[config.mk]
export PLATFORM = sky130hd
export DESIGN_NAME = operand_fetch
export DESIGN_NICKNAME = d
export VERILOG_FILES = /design/src/rtl/operand_fetch_pkg.sv /design/src/rtl/op_scoreboard.sv /design/src/rtl/operand_fetch.sv
export SDC_FILE = /design/constraint.sdc
export NUM_CORES = 1
export LEC_CHECK = 0
export ABC_AREA = 1
export CORE_ASPECT_RATIO = 0.8
export CORE_MARGIN = 1
export CORE_UTILIZATION = 30
export CTS_CLUSTER_SIZE = 25
export DETAILED_ROUTE_END_ITERATION = 8
export HOLD_SLACK_MARGIN = 0.02
export PLACE_DENSITY = 0.69
export SYNTH_ARGS = -nofsm -noshare
export SYNTH_HDL_FRONTEND = slang
export SYNTH_SLANG_ARGS = --single-unit
[constraint.sdc]
create_clock -name clk -period 8 [get_ports clk]
set_clock_uncertainty 0.15 [all_clocks]
set_input_delay 1.2 -clock clk [delete_from_list [all_inputs] [get_ports clk]]
set_output_delay 1.2 -clock clk [all_outputs]
set_load 0.05 [all_outputs]
[src/rtl/operand_fetch_pkg.sv]
// ============================================================================
// operand_fetch_pkg : shared types and field positions for the operand-fetch stage
// Revision: 1.0
// ============================================================================
`default_nettype none

package operand_fetch_pkg;

  localparam int DATA_W_DEF = 32;
  localparam int ADDR_W_DEF = 5;

  localparam int OPCODE_HI = 31;
  localparam int OPCODE_LO = 26;
  localparam int RS1_HI    = 25;
  localparam int RS1_LO    = 21;
  localparam int RS2_HI    = 20;
  localparam int RS2_LO    = 16;
  localparam int RD_HI     = 15;
  localparam int RD_LO     = 11;
  localparam int FUNCT_HI  = 10;
  localparam int FUNCT_LO  = 0;

  // Opcode bit that, when clear, marks an instruction as producing rd
  localparam int WRITES_RD_BIT = 5;

  typedef enum logic [1:0] {
    IDLE  = 2'd0,
    ISSUE = 2'd1,
    WAIT  = 2'd2,
    OUT   = 2'd3
  } state_t;

  function automatic logic writes_rd(input logic [5:0] opcode);
    return ~opcode[WRITES_RD_BIT];
  endfunction

endpackage

`default_nettype wire

[src/rtl/op_scoreboard.sv]
// ============================================================================
// op_scoreboard : per-register busy bits with set-over-clear update priority
// Revision: 1.0
// ============================================================================
`default_nettype none

module op_scoreboard #(
  parameter int ADDR_W = 5
) (
  input  logic              clk,
  input  logic              reset,
  input  logic              set_en,
  input  logic [ADDR_W-1:0] set_addr,
  input  logic              clr_en,
  input  logic [ADDR_W-1:0] clr_addr,
  input  logic [ADDR_W-1:0] rs1_addr,
  input  logic [ADDR_W-1:0] rs2_addr,
  output logic              rs1_busy,
  output logic              rs2_busy
);

  localparam int NREG = 1 << ADDR_W;

  logic [NREG-1:0] busy;
  logic [NREG-1:0] busy_next;

  // Set is applied last so a new producer overrides a retiring one
  always_comb begin
    busy_next = busy;
    if (clr_en) busy_next[clr_addr] = 1'b0;
    if (set_en) busy_next[set_addr] = 1'b1;
  end

  always_ff @(posedge clk or posedge reset) begin
    if (reset) busy <= '0;
    else       busy <= busy_next;
  end

  assign rs1_busy = busy[rs1_addr];
  assign rs2_busy = busy[rs2_addr];

endmodule

`default_nettype wire

[src/rtl/operand_fetch.sv]
// ============================================================================
// operand_fetch : hazard-checked operand fetch between decode and execute
// Revision: 1.0
// ============================================================================
`default_nettype none

module operand_fetch
  import operand_fetch_pkg::*;
#(
  parameter int DATA_W = DATA_W_DEF,
  parameter int ADDR_W = ADDR_W_DEF
) (
  input  logic              clk,
  input  logic              reset,
  input  logic              instr_valid,
  input  logic [DATA_W-1:0] instr,
  output logic              instr_ready,
  output logic [ADDR_W-1:0] rf_o1_addr,
  output logic [ADDR_W-1:0] rf_o2_addr,
  output logic              rf_read,
  input  logic [DATA_W-1:0] rf_o1,
  input  logic [DATA_W-1:0] rf_o2,
  input  logic              wb_valid,
  input  logic [ADDR_W-1:0] wb_addr,
  output logic              op_valid,
  input  logic              op_ready,
  output logic [DATA_W-1:0] op_a,
  output logic [DATA_W-1:0] op_b,
  output logic [ADDR_W-1:0] op_rd,
  output logic [5:0]        op_opcode,
  output logic [10:0]       op_funct
);

  state_t            state;
  state_t            state_next;
  logic [DATA_W-1:0] instr_q;
  logic              rs1_busy;
  logic              rs2_busy;
  logic              hazard;
  logic              accept;
  logic              handshake;

  assign hazard    = rs1_busy | rs2_busy;
  assign accept    = instr_valid & instr_ready;
  assign handshake = op_valid & op_ready;

  always_ff @(posedge clk or posedge reset) begin
    if (reset) state <= IDLE;
    else       state <= state_next;
  end

  always_comb begin
    state_next = state;
    case (state)
      IDLE:    if (instr_valid) state_next = ISSUE;
      ISSUE:   if (!hazard)     state_next = WAIT;
      WAIT:                     state_next = OUT;
      OUT:     if (op_ready)    state_next = IDLE;
      default:                  state_next = IDLE;
    endcase
  end

  always_comb begin
    instr_ready = (state == IDLE);
    rf_read     = (state == ISSUE) & ~hazard;
    op_valid    = (state == OUT);
  end

  // The latch only loads in IDLE, so decoded fields stay stable through OUT
  always_ff @(posedge clk or posedge reset) begin
    if (reset) begin
      instr_q <= '0;
      op_a    <= '0;
      op_b    <= '0;
    end else begin
      if (accept) instr_q <= instr;
      if (state == WAIT) begin
        op_a <= rf_o1;
        op_b <= rf_o2;
      end
    end
  end

  assign rf_o1_addr = instr_q[RS1_HI:RS1_LO];
  assign rf_o2_addr = instr_q[RS2_HI:RS2_LO];
  assign op_rd      = instr_q[RD_HI:RD_LO];
  assign op_opcode  = instr_q[OPCODE_HI:OPCODE_LO];
  assign op_funct   = instr_q[FUNCT_HI:FUNCT_LO];

  op_scoreboard #(
    .ADDR_W (ADDR_W)
  ) u_scoreboard (
    .clk      (clk),
    .reset    (reset),
    .set_en   (handshake & writes_rd(op_opcode)),
    .set_addr (op_rd),
    .clr_en   (wb_valid),
    .clr_addr (wb_addr),
    .rs1_addr (rf_o1_addr),
    .rs2_addr (rf_o2_addr),
    .rs1_busy (rs1_busy),
    .rs2_busy (rs2_busy)
  );

endmodule

`default_nettype wire

==> results of run 1 <==
cell families (layout without fill, tap and decap cells):
group	Yosys count	in the layout	synth area share, %
AO/OA/AOI/OAI	81	81	7.095
adder cells (fa/ha/maj)	4	4	0.8679
buffers and inverters	70	282	5.750
flip-flops	130	130	56.41
multiplexers	18	18	3.515
AND/OR/NAND/NOR	378	378	26.36
metal layers:
layer | global-route usage, % | share of wire, %
met1 | 23.54 | 43
met2 | 29.23 | 45
met3 | 8.568 | 10
met4 | 6.339 | 1.5
met5 | 0 | 0
metrics by stage:
| stage | utilization (%) | instance area (µm²) |
|---|---|---|
| after CTS | 46.34 | 8572 |
| after global routing | 46.34 | 8572 |
| final | 46.34 | 8572 |
| after global placement | 43.20 | 7991 |
| after floorplan | - | 5767 |
| after detailed placement | 43.20 | 7991 |
worst max-delay path by stage:
| stage | slack, ps | endpoint | depth (start not counted) | from |
|---|---|---|---|---|
| after floorplan | 3180 | instr_q[0] | 1 | reset |
| after global placement | 4270 | rf_read | 11 | instr_q[21] |
| after detailed placement | 4260 | rf_read | 11 | instr_q[21] |
| after CTS | 3750 | rf_read | 11 | instr_q[21] |
| after global routing | 3480 | rf_read | 11 | instr_q[21] |
| final | 3760 | rf_read | 11 | instr_q[21] |
power breakdown:
| part | internal [µW] | total [µW] | switching, µW |
|---|---|---|---|
| Combinational | 719 | 2220 | 1500 |
| Sequential | 952 | 1210 | 259 |
| Clock | 444 | 767 | 323 |
| Total | 2110 | 4190 | 2080 |
critical path: cells and delay by family (launching register included):
family                 cells  cell delay (ps)
and+or+nand+nor            9              760
DFF                        1              700
buffers and inverters      2             1000
flip-flops by register name, indices dropped and copies added (netlist names):
register	cells
state	2
op_b	32
u_scoreboard.busy	32
instr_q	32
op_a	32
area by class of cell:
class	count	area (µm²)
flip-flops and latches	130	3253
repair buffers	206	2057
inverters	44	177.7
multi-input cells	481	2187
clock buffers	18	439.2
well taps	253	316.6
fillers	1832	9926
clock inverters	14	141.4
cells in the final DEF, fill, tap and decap left out, drive strengths merged, types with 4 or more instances in the layout:
master         instances
inv                   51
clkbuf                18
a21oi                 14
nand3                 72
mux2                  18
clkinvlp               4
nand2                287
nor2                  18
o21ai                 65
ha                     4
dfrtp                130
clkdlybuf4s50        204
==> results.json, run 1 <==
{
  "reg2reg_setup_slack_ps": 5430,
  "area_delta_synth_final_pct": 48.64,
  "clock_tree.buffer_depth": 2,
  "vdd_drop_max_mv": 0.2419,
  "clk_root_buffer_cell": "sky130_fd_sc_hd__clkbuf_16",
  "timing.critical_path.to_type": "primary output",
  "routedWlPerCell_um": 15.39,
  "cts-hold-fix-buffers": 0,
  "grt_pass1_vias": 5308,
  "detailed_place_hpwl_um": 12410,
  "rsz_0062_raised_after_global_routing": "false",
  "max-slew-margin-rel_pct": 25.61,
  "overflow_after_grt": 0,
  "worst_slack_ps": 3765,
  "edff_count_synth": 0,
  "layout.cells.non_filler": 1146,
  "syn-num-nets": 791,
  "diodes": 0,
  "vias_per_cell": 4.633,
  "final_period_minus_worst_setup_slack_ps": 4235,
  "synth_top_cells_by_count": "sky130_fd_sc_hd__nand2_1 (283), sky130_fd_sc_hd__dfrtp_1 (130), sky130_fd_sc_hd__nand3_1 (72)",
  "drt_drc_violations_left": 0,
  "power_density_nw_per_um2": 489.3,
  "layout-drive-gt1-share_pct": 7.167,
  "final_nets": 990,
  "fin_hold_ws_ps": 316.8,
  "post-cts-setup-buffers": 0,
  "critical-path-slowest-cell": "sky130_fd_sc_hd__clkdlybuf4s50_1",
  "timing.critical_path.fanout_max": 19,
  "synth.cell_area_um2": 5767,
  "path_cells": "inv_4, nand2_1, nand2_1, nand2_1, nand3_1, nand3_1, nand3_1, nand2_1, nand2_2, nor2_1, clkdlybuf4s50_1",
  "grt_pass1_wl_um": 28570,
  "gr-usage-all-layers_pct": 18.98,
  "worst_hold_path_type": "register to register",
  "worst_hold_startpoint": "op_a[29]",
  "synth.most_common_cell": "sky130_fd_sc_hd__nand2_1",
  "cts_tree": "yes",
  "ctsResizeCount": 0,
  "timing.critical_path.slowest_cell_delay_ps": 840,
  "synth_cell_types": 23,
  "timing.setup.critical_path_class": "register to primary output",
  "detail_route.first_pass.iterations": 7,
  "status": "finished, final reports clean",
  "ant_nets": 0,
  "critical_path.reg2reg.endpoint": "state[0]",
  "report.power.total_uw": 4194,
  "whs_path_depth": 2,
  "fin_crit_sh_pct": 52.94,
  "drt_iter0_drc": 284,
  "drt-total-wl_um": 17640,
  "syn-mean-instance-area_um2": 8.468,
  "finalSetupViolCount": 0,
  "routed-via-count": 5309,
  "crit-reg2reg-launch": "state[0]",
  "timing.critical_path.required_ps": 6650,
  "place.port_buffers": 204,
  "placedCellCount": 1114,
  "rows": 44,
  "hold_path_end": "op_a[29]",
  "core_area_um2": 18500,
  "grt_antenna_before_repair": 0,
  "synth_flop_cell": "sky130_fd_sc_hd__dfrtp_1",
  "tritoncts.num_buffers": 17,
  "hold_viol_final": 0,
  "number_of_pins_exceeding_their_max_slew_limit_in_the_final_report": 0,
  "synth.yosys.seq_area_share_pct": 56.41,
  "clkTransAtPathRegs_ps": 60,
  "async_reset_ff_share_pct": 100.0,
  "max_cap_violations": 0,
  "total_leakage_power_uw": 0.003964,
  "final.setup.tns_ps": 0,
  "clk-insertion-delay-late_ps": 420,
  "dieArea_um2": 19780,
  "synth_area_leader_cell": "sky130_fd_sc_hd__dfrtp_1",
  "synth.area.top_cells": "sky130_fd_sc_hd__dfrtp_1 (56%), sky130_fd_sc_hd__nand2_1 (18%), sky130_fd_sc_hd__nand3_1 (6.2%), sky130_fd_sc_hd__o21ai_0 (5.6%), sky130_fd_sc_hd__mux2_2 (3.5%)",
  "clock_sinks": 130,
  "worst_ep_arrival_time_ps": 2890,
  "gpl.final_weighted_congestion": 0.9523,
  "worstRegToRegCells": 7,
  "pin_count_of_the_biggest_net_entering_global_routing": 81,
  "fmaxAchievable_mhz": 236.1,
  "preCtsSetupSlack_ps": 4264,
  "crit_path_start_kind": "register",
  "die_height_um": 126.0,
  "tightest_slew_ps": 1114,
  "die-width_um": 157.0,
  "ctsHtreeMaxLevel": 4,
  "pin_count": 205,
  "ys_ff_latch": 130,
  "ys_warn_count": 0,
  "timing.critical_path.mode_cell": "sky130_fd_sc_hd__nand2_1",
  "yosysTopAreaCellShare_pct": 56.41,
  "synthesis.instances": 681,
  "initial_utilization_pct": 31.18
}
(Power assumes the default switching activity.)
==> run 2, diff against run 1 <==
clock period = 4.3 ns   (was 8 ns; I/O delays follow)
==> results.json, run 2 (synthesis results as in run 1) <==
{
  "status": "finished, final reports clean",
  "layout.cells.most_common": "sky130_fd_sc_hd__nand2_1",
  "vdd_drop_max_mv": 0.4886,
  "total_leakage_power_uw": 0.003941,
  "area_delta_synth_final_pct": 48.30,
  "timing.critical_path.slowest_cell_delay_ps": 830,
  "critical-path-slowest-cell": "sky130_fd_sc_hd__clkdlybuf4s50_1",
  "critical_path.top_delay_family": "buffers and inverters",
  "routedWlPerCell_um": 15.06,
  "finalSetupViolCount": 0,
  "dieArea_um2": 19780,
  "drt-total-wl_um": 17260,
  "power_density_nw_per_um2": 897.2,
  "ctsResizeCount": 0,
  "timing.critical_path.required_ps": 3500,
  "clock_sinks": 130,
  "overflow_after_grt": 0,
  "gpl.final_weighted_congestion": 0.9223,
  "cts-hold-fix-buffers": 0,
  "tightest_slew_ps": 964.0,
  "pin_count": 205,
  "detail_route.first_pass.iterations": 4,
  "gr-usage-all-layers_pct": 18.29,
  "worstRegToRegCells": 7,
  "final_nets": 991,
  "tritoncts.num_buffers": 17,
  "ant_nets": 0,
  "critical_path.reg2reg.endpoint": "op_b[14]",
  "drt_iter0_drc": 314,
  "post-cts-setup-buffers": 0,
  "preCtsSetupSlack_ps": 1029,
  "initial_utilization_pct": 31.18,
  "timing.critical_path.mode_cell": "sky130_fd_sc_hd__nand2_1",
  "fmaxAchievable_mhz": 270.5,
  "crit_start": "instr_q[21]",
  "fin_crit_sh_pct": 85.97,
  "fin_util_pct": 46.23,
  "die-width_um": 157.0,
  "cp-endpoint": "rf_read",
  "worst_ep_arrival_time_ps": 2900,
  "diodes": 0,
  "worst_slack_ps": 603.1,
  "max_cap_violations": 0,
  "rows": 44,
  "rsz_0062_raised_after_global_routing": "false",
  "clkTransAtPathRegs_ps": 60,
  "number_of_pins_exceeding_their_max_slew_limit_in_the_final_report": 0,
  "timing.critical_path.fanout_max": 19,
  "grt_pass1_wl_um": 27950,
  "drt_drc_violations_left": 0,
  "worst-path-stages": 11,
  "max-slew-margin-rel_pct": 35.51,
  "timing.setup.critical_path_class": "register to primary output",
  "hold_viol_final": 0,
  "path_cells": "inv_4, nand2_1, nand2_1, nand2_1, nand3_1, nand3_1, nand3_1, nand2_1, nand2_2, nor2_1, clkdlybuf4s50_1",
  "routed-via-count": 5303,
  "vias_per_cell": 4.627,
  "crit-reg2reg-launch": "state[0]",
  "timing.critical_path.to_type": "primary output",
  "clock_tree.buffer_depth": 2,
  "crit_path_start_kind": "register",
  "pin_count_of_the_biggest_net_entering_global_routing": 82,
  "highest_count_cells_in_the_layout_ignoring_fill_and_taps": "sky130_fd_sc_hd__nand2_1 (282), sky130_fd_sc_hd__clkdlybuf4s50_1 (204), sky130_fd_sc_hd__dfrtp_1 (130), sky130_fd_sc_hd__nand3_1 (72), sky130_fd_sc_hd__o21ai_0 (64)",
  "crit_buf_inv": 2,
  "cts_tree": "yes",
  "grt_antenna_before_repair": 0,
  "core_area_um2": 18500,
  "place.port_buffers": 204,
  "final.setup.tns_ps": 0,
  "clk_root_buffer_cell": "sky130_fd_sc_hd__clkbuf_16",
  "clk-insertion-delay-late_ps": 410,
  "worst_hold_path_type": "register to register",
  "detailed_place_hpwl_um": 12370,
  "final_period_minus_worst_setup_slack_ps": 3697,
  "die_height_um": 126.0,
  "grt_pass1_vias": 5295,
  "reg2reg_setup_slack_ps": 1980,
  "fillerInstances": 1844,
  "ctsHtreeMaxLevel": 4,
  "layout-drive-gt1-share_pct": 7.167
}
==> run 2: per-stage QoR <==
step	area [µm²]	std cells	hold WS (ps)	power, µW
4_1_cts	8552	1146	323.3	7751
2_1_floorplan	5767	681	339.1	4988
6_report	8552	1146	317.9	7673
3_5_place_dp	8011	1115	307.8	6387
5_1_grt	8552	1146	338.6	8159
3_3_place_gp	8011	1115	303.3	6366
==> run 2: worst min-delay path by stage <==
stage,cells past startpoint,slack (ps),to,startpoint
after CTS,2,320,op_b[19],op_b[19]
after global routing,2,340,op_a[27],op_a[27]
after global placement,2,300,op_b[20],op_b[20]
after detailed placement,2,310,op_a[9],op_a[9]
after floorplan,2,340,state[1],state[1]
final,2,320,op_a[9],op_a[9]
==> run 2: area by class of cell <==
cell class,instances,area [µm²],share of cell area (%)
flip-flops and latches,130,3253,38.04
multi-input cells,481,2187,25.57
repair buffers,207,2077,24.29
inverters,44,177.7,2.078
well taps,253,316.6,3.702
clock inverters,12,87.58,1.024
clock buffers,19,452.9,5.296
==> run 2: worst reg2reg max path, delay by kind of cell, from the launching register on <==
| kind | cells | cell delay [ps] |
|---|---|---|
| buffers and inverters | 4 | 1270 |
| DFF | 1 | 420 |
| and+or+nand+nor | 2 | 210 |
| adders and majority gates | 1 | 170 |
==> run 2: report_power, final <==
group,internal (µW),leakage (µW),switching [µW],total [µW]
combinational,1340,0.00208,2770,4110
clock,762,0.000241,558,1320
sequential,1770,0.00162,476,2250
==> run 2: layer usage <==
layer / global-route usage (%) / vias up / part of all wire, %
li1: - / 2577 / -
met1: 23.33 / 2481 / 43
met2: 28.73 / 232 / 46
met3: 6.951 / 13 / 9.7
met4: 5.425 / 0 / 0.99
met5: 0 / - / 0
==> run 3, diff against run 2 <==
CTS_BUF_LIST = sky130_fd_sc_hd__clkbuf_2   (was unset)
==> results.json, run 3 (synthesis results as in run 1) <==
{
  "crit_path_start_kind": "register",
  "rsz_0062_raised_after_global_routing": "false",
  "vdd_drop_max_mv": 0.5572,
  "ctsResizeCount": 0,
  "switchingPower_uw": 3718,
  "clkTransAtPathRegs_ps": 190,
  "clk_root_buffer_cell": "sky130_fd_sc_hd__clkbuf_2",
  "grt_pass1_wl_um": 27760,
  "pin_count_of_the_biggest_net_entering_global_routing": 82,
  "detailed_place_hpwl_um": 12370,
  "pin_count": 205,
  "area_delta_synth_final_pct": 42.05,
  "final_period_minus_worst_setup_slack_ps": 4003,
  "report.power.total_uw": 6957,
  "layout-drive-gt1-share_pct": 6.943,
  "total_leakage_power_uw": 0.003791,
  "max_cap_violations": 0,
  "postPlaceCellArea_um2": 8011,
  "placedCellCount": 1115,
  "timing.critical_path.to_type": "primary output",
  "core_area_um2": 18500,
  "max-slew-margin-rel_pct": 35.20,
  "drt_iter0_drc": 285,
  "dieArea_um2": 19780,
  "timing.critical_path.fanout_max": 19,
  "clock_tree.buffer_depth": 2,
  "power.sequential.fraction_pct": 32.1,
  "post-cts-setup-buffers": 0,
  "diodes": 0,
  "clock_power_share_pct": 8.9,
  "detail_route.first_pass.iterations": 4,
  "die_height_um": 126.0,
  "rows": 44,
  "overflow_after_grt": 0,
  "tritoncts.num_buffers": 17,
  "fin_crit_sh_pct": 93.10,
  "timing.critical_path.required_ps": 3500,
  "fmaxAchievable_mhz": 249.8,
  "cts-hold-fix-buffers": 0,
  "power.internal_uw": 3239,
  "proportion_of_total_power_due_to_net_switching_pct": 53.45,
  "worst_hold_path_type": "primary input to asynchronous set/reset pin",
  "initial_utilization_pct": 31.18,
  "drt_drc_violations_left": 0,
  "gpl.final_weighted_congestion": 0.9223,
  "number_of_pins_exceeding_their_max_slew_limit_in_the_final_report": 0,
  "ctsHtreeMaxLevel": 4,
  "routedWlPerCell_um": 14.93,
  "clock_sinks": 130,
  "final_cell_area_um2": 8192,
  "drt-total-wl_um": 17110,
  "final.setup.tns_ps": 0,
  "hold_viol_final": 0,
  "highest_count_cells_in_the_layout_ignoring_fill_and_taps": "sky130_fd_sc_hd__nand2_1 (282), sky130_fd_sc_hd__clkdlybuf4s50_1 (204), sky130_fd_sc_hd__dfrtp_1 (130), sky130_fd_sc_hd__nand3_1 (72), sky130_fd_sc_hd__o21ai_0 (64)",
  "worst_ep_arrival_time_ps": 3210,
  "tightest_slew_ps": 968.6,
  "final_nets": 991,
  "layout.cells.most_common": "sky130_fd_sc_hd__nand2_1",
  "timing.setup.critical_path_class": "register to primary output",
  "finalSetupViolCount": 0,
  "gr-usage-all-layers_pct": 18.15,
  "power_density_nw_per_um2": 849.3,
  "grt_pass1_vias": 5265,
  "vias_per_cell": 4.600,
  "layout.cells.non_filler": 1146,
  "ant_nets": 0,
  "combinationalPowerShare_pct": 59.0,
  "fin_hold_ws_ps": 293.2,
  "routed-via-count": 5272,
  "grt_antenna_before_repair": 0,
  "die-width_um": 157.0,
  "clk-insertion-delay-late_ps": 690,
  "cts_tree": "yes",
  "place.port_buffers": 204,
  "status": "finished, final reports clean"
}
## run 3: cell count changes in the layout (fill, tap and decap cells not counted)
cell and change:
sky130_fd_sc_hd__clkbuf_2 +17, sky130_fd_sc_hd__clkbuf_16 -17, sky130_fd_sc_hd__clkinv_1 +2, sky130_fd_sc_hd__clkbuf_8 -2
## run 3: critical path: stages, from the launching register on
cell and delay, ps:
sky130_fd_sc_hd__dfrtp_1 800, sky130_fd_sc_hd__inv_4 190, sky130_fd_sc_hd__nand2_1 100, sky130_fd_sc_hd__nand2_1 50, sky130_fd_sc_hd__nand2_1 50, sky130_fd_sc_hd__nand3_1 80
sky130_fd_sc_hd__nand3_1 70, sky130_fd_sc_hd__nand3_1 90, sky130_fd_sc_hd__nand2_1 100, sky130_fd_sc_hd__nand2_2 70, sky130_fd_sc_hd__nor2_1 100, sky130_fd_sc_hd__clkdlybuf4s50_1 830
## run 3: layer usage
layer  vias up  track usage (%)  wire [µm]
li1       2579                -          -
met1      2462            23.04       7429
met2       215            28.65       7817
met3        16            7.158       1680
met4         0            4.911        177
met5         -                0          0
## run 3: worst paths after layout
check | to | startpoint | cells past startpoint | slack, ps
max | rf_read | instr_q[21] | 11 | 300
min | instr_q[14] | reset | 2 | 290
max reg2reg | op_b[14] | state[0] | 7 | 1990
min reg2reg | op_b[19] | op_b[19] | 2 | 350
max in group asynchronous | op_b[31] | reset | 3 | 3010
min in group clk | op_a[31] | rf_o1[31] | 3 | 300
## run 3: layout make-up
class,count,area (µm²)
fill,1887,10310
sequential,130,3253
multi-input combinational,481,2187
timing repair buffer,207,2077
tap,253,316.6
inverter,44,177.7
clock inverter,14,95.09
clock buffer,17,85.08
## run 3: metrics by stage
step	setup slack [ps]	utilization, %
final	296.8	44.28
after global routing	9.676	44.28
after CTS	226.2	44.28
after detailed placement	1029	43.31
after global placement	1055	43.31
after floorplan	35.66	-
## run 3: power by group through the flow
stage | Sequential (µW) | Clock (µW) | Combinational, µW
3_3_place_gp | 2250 | 0 | 4120
6_report | 2230 | 618 | 4110
3_5_place_dp | 2250 | 0 | 4140
2_1_floorplan | 3640 | 0 | 1350
4_1_cts | 2230 | 655 | 4150
5_1_grt | 2310 | 708 | 4420
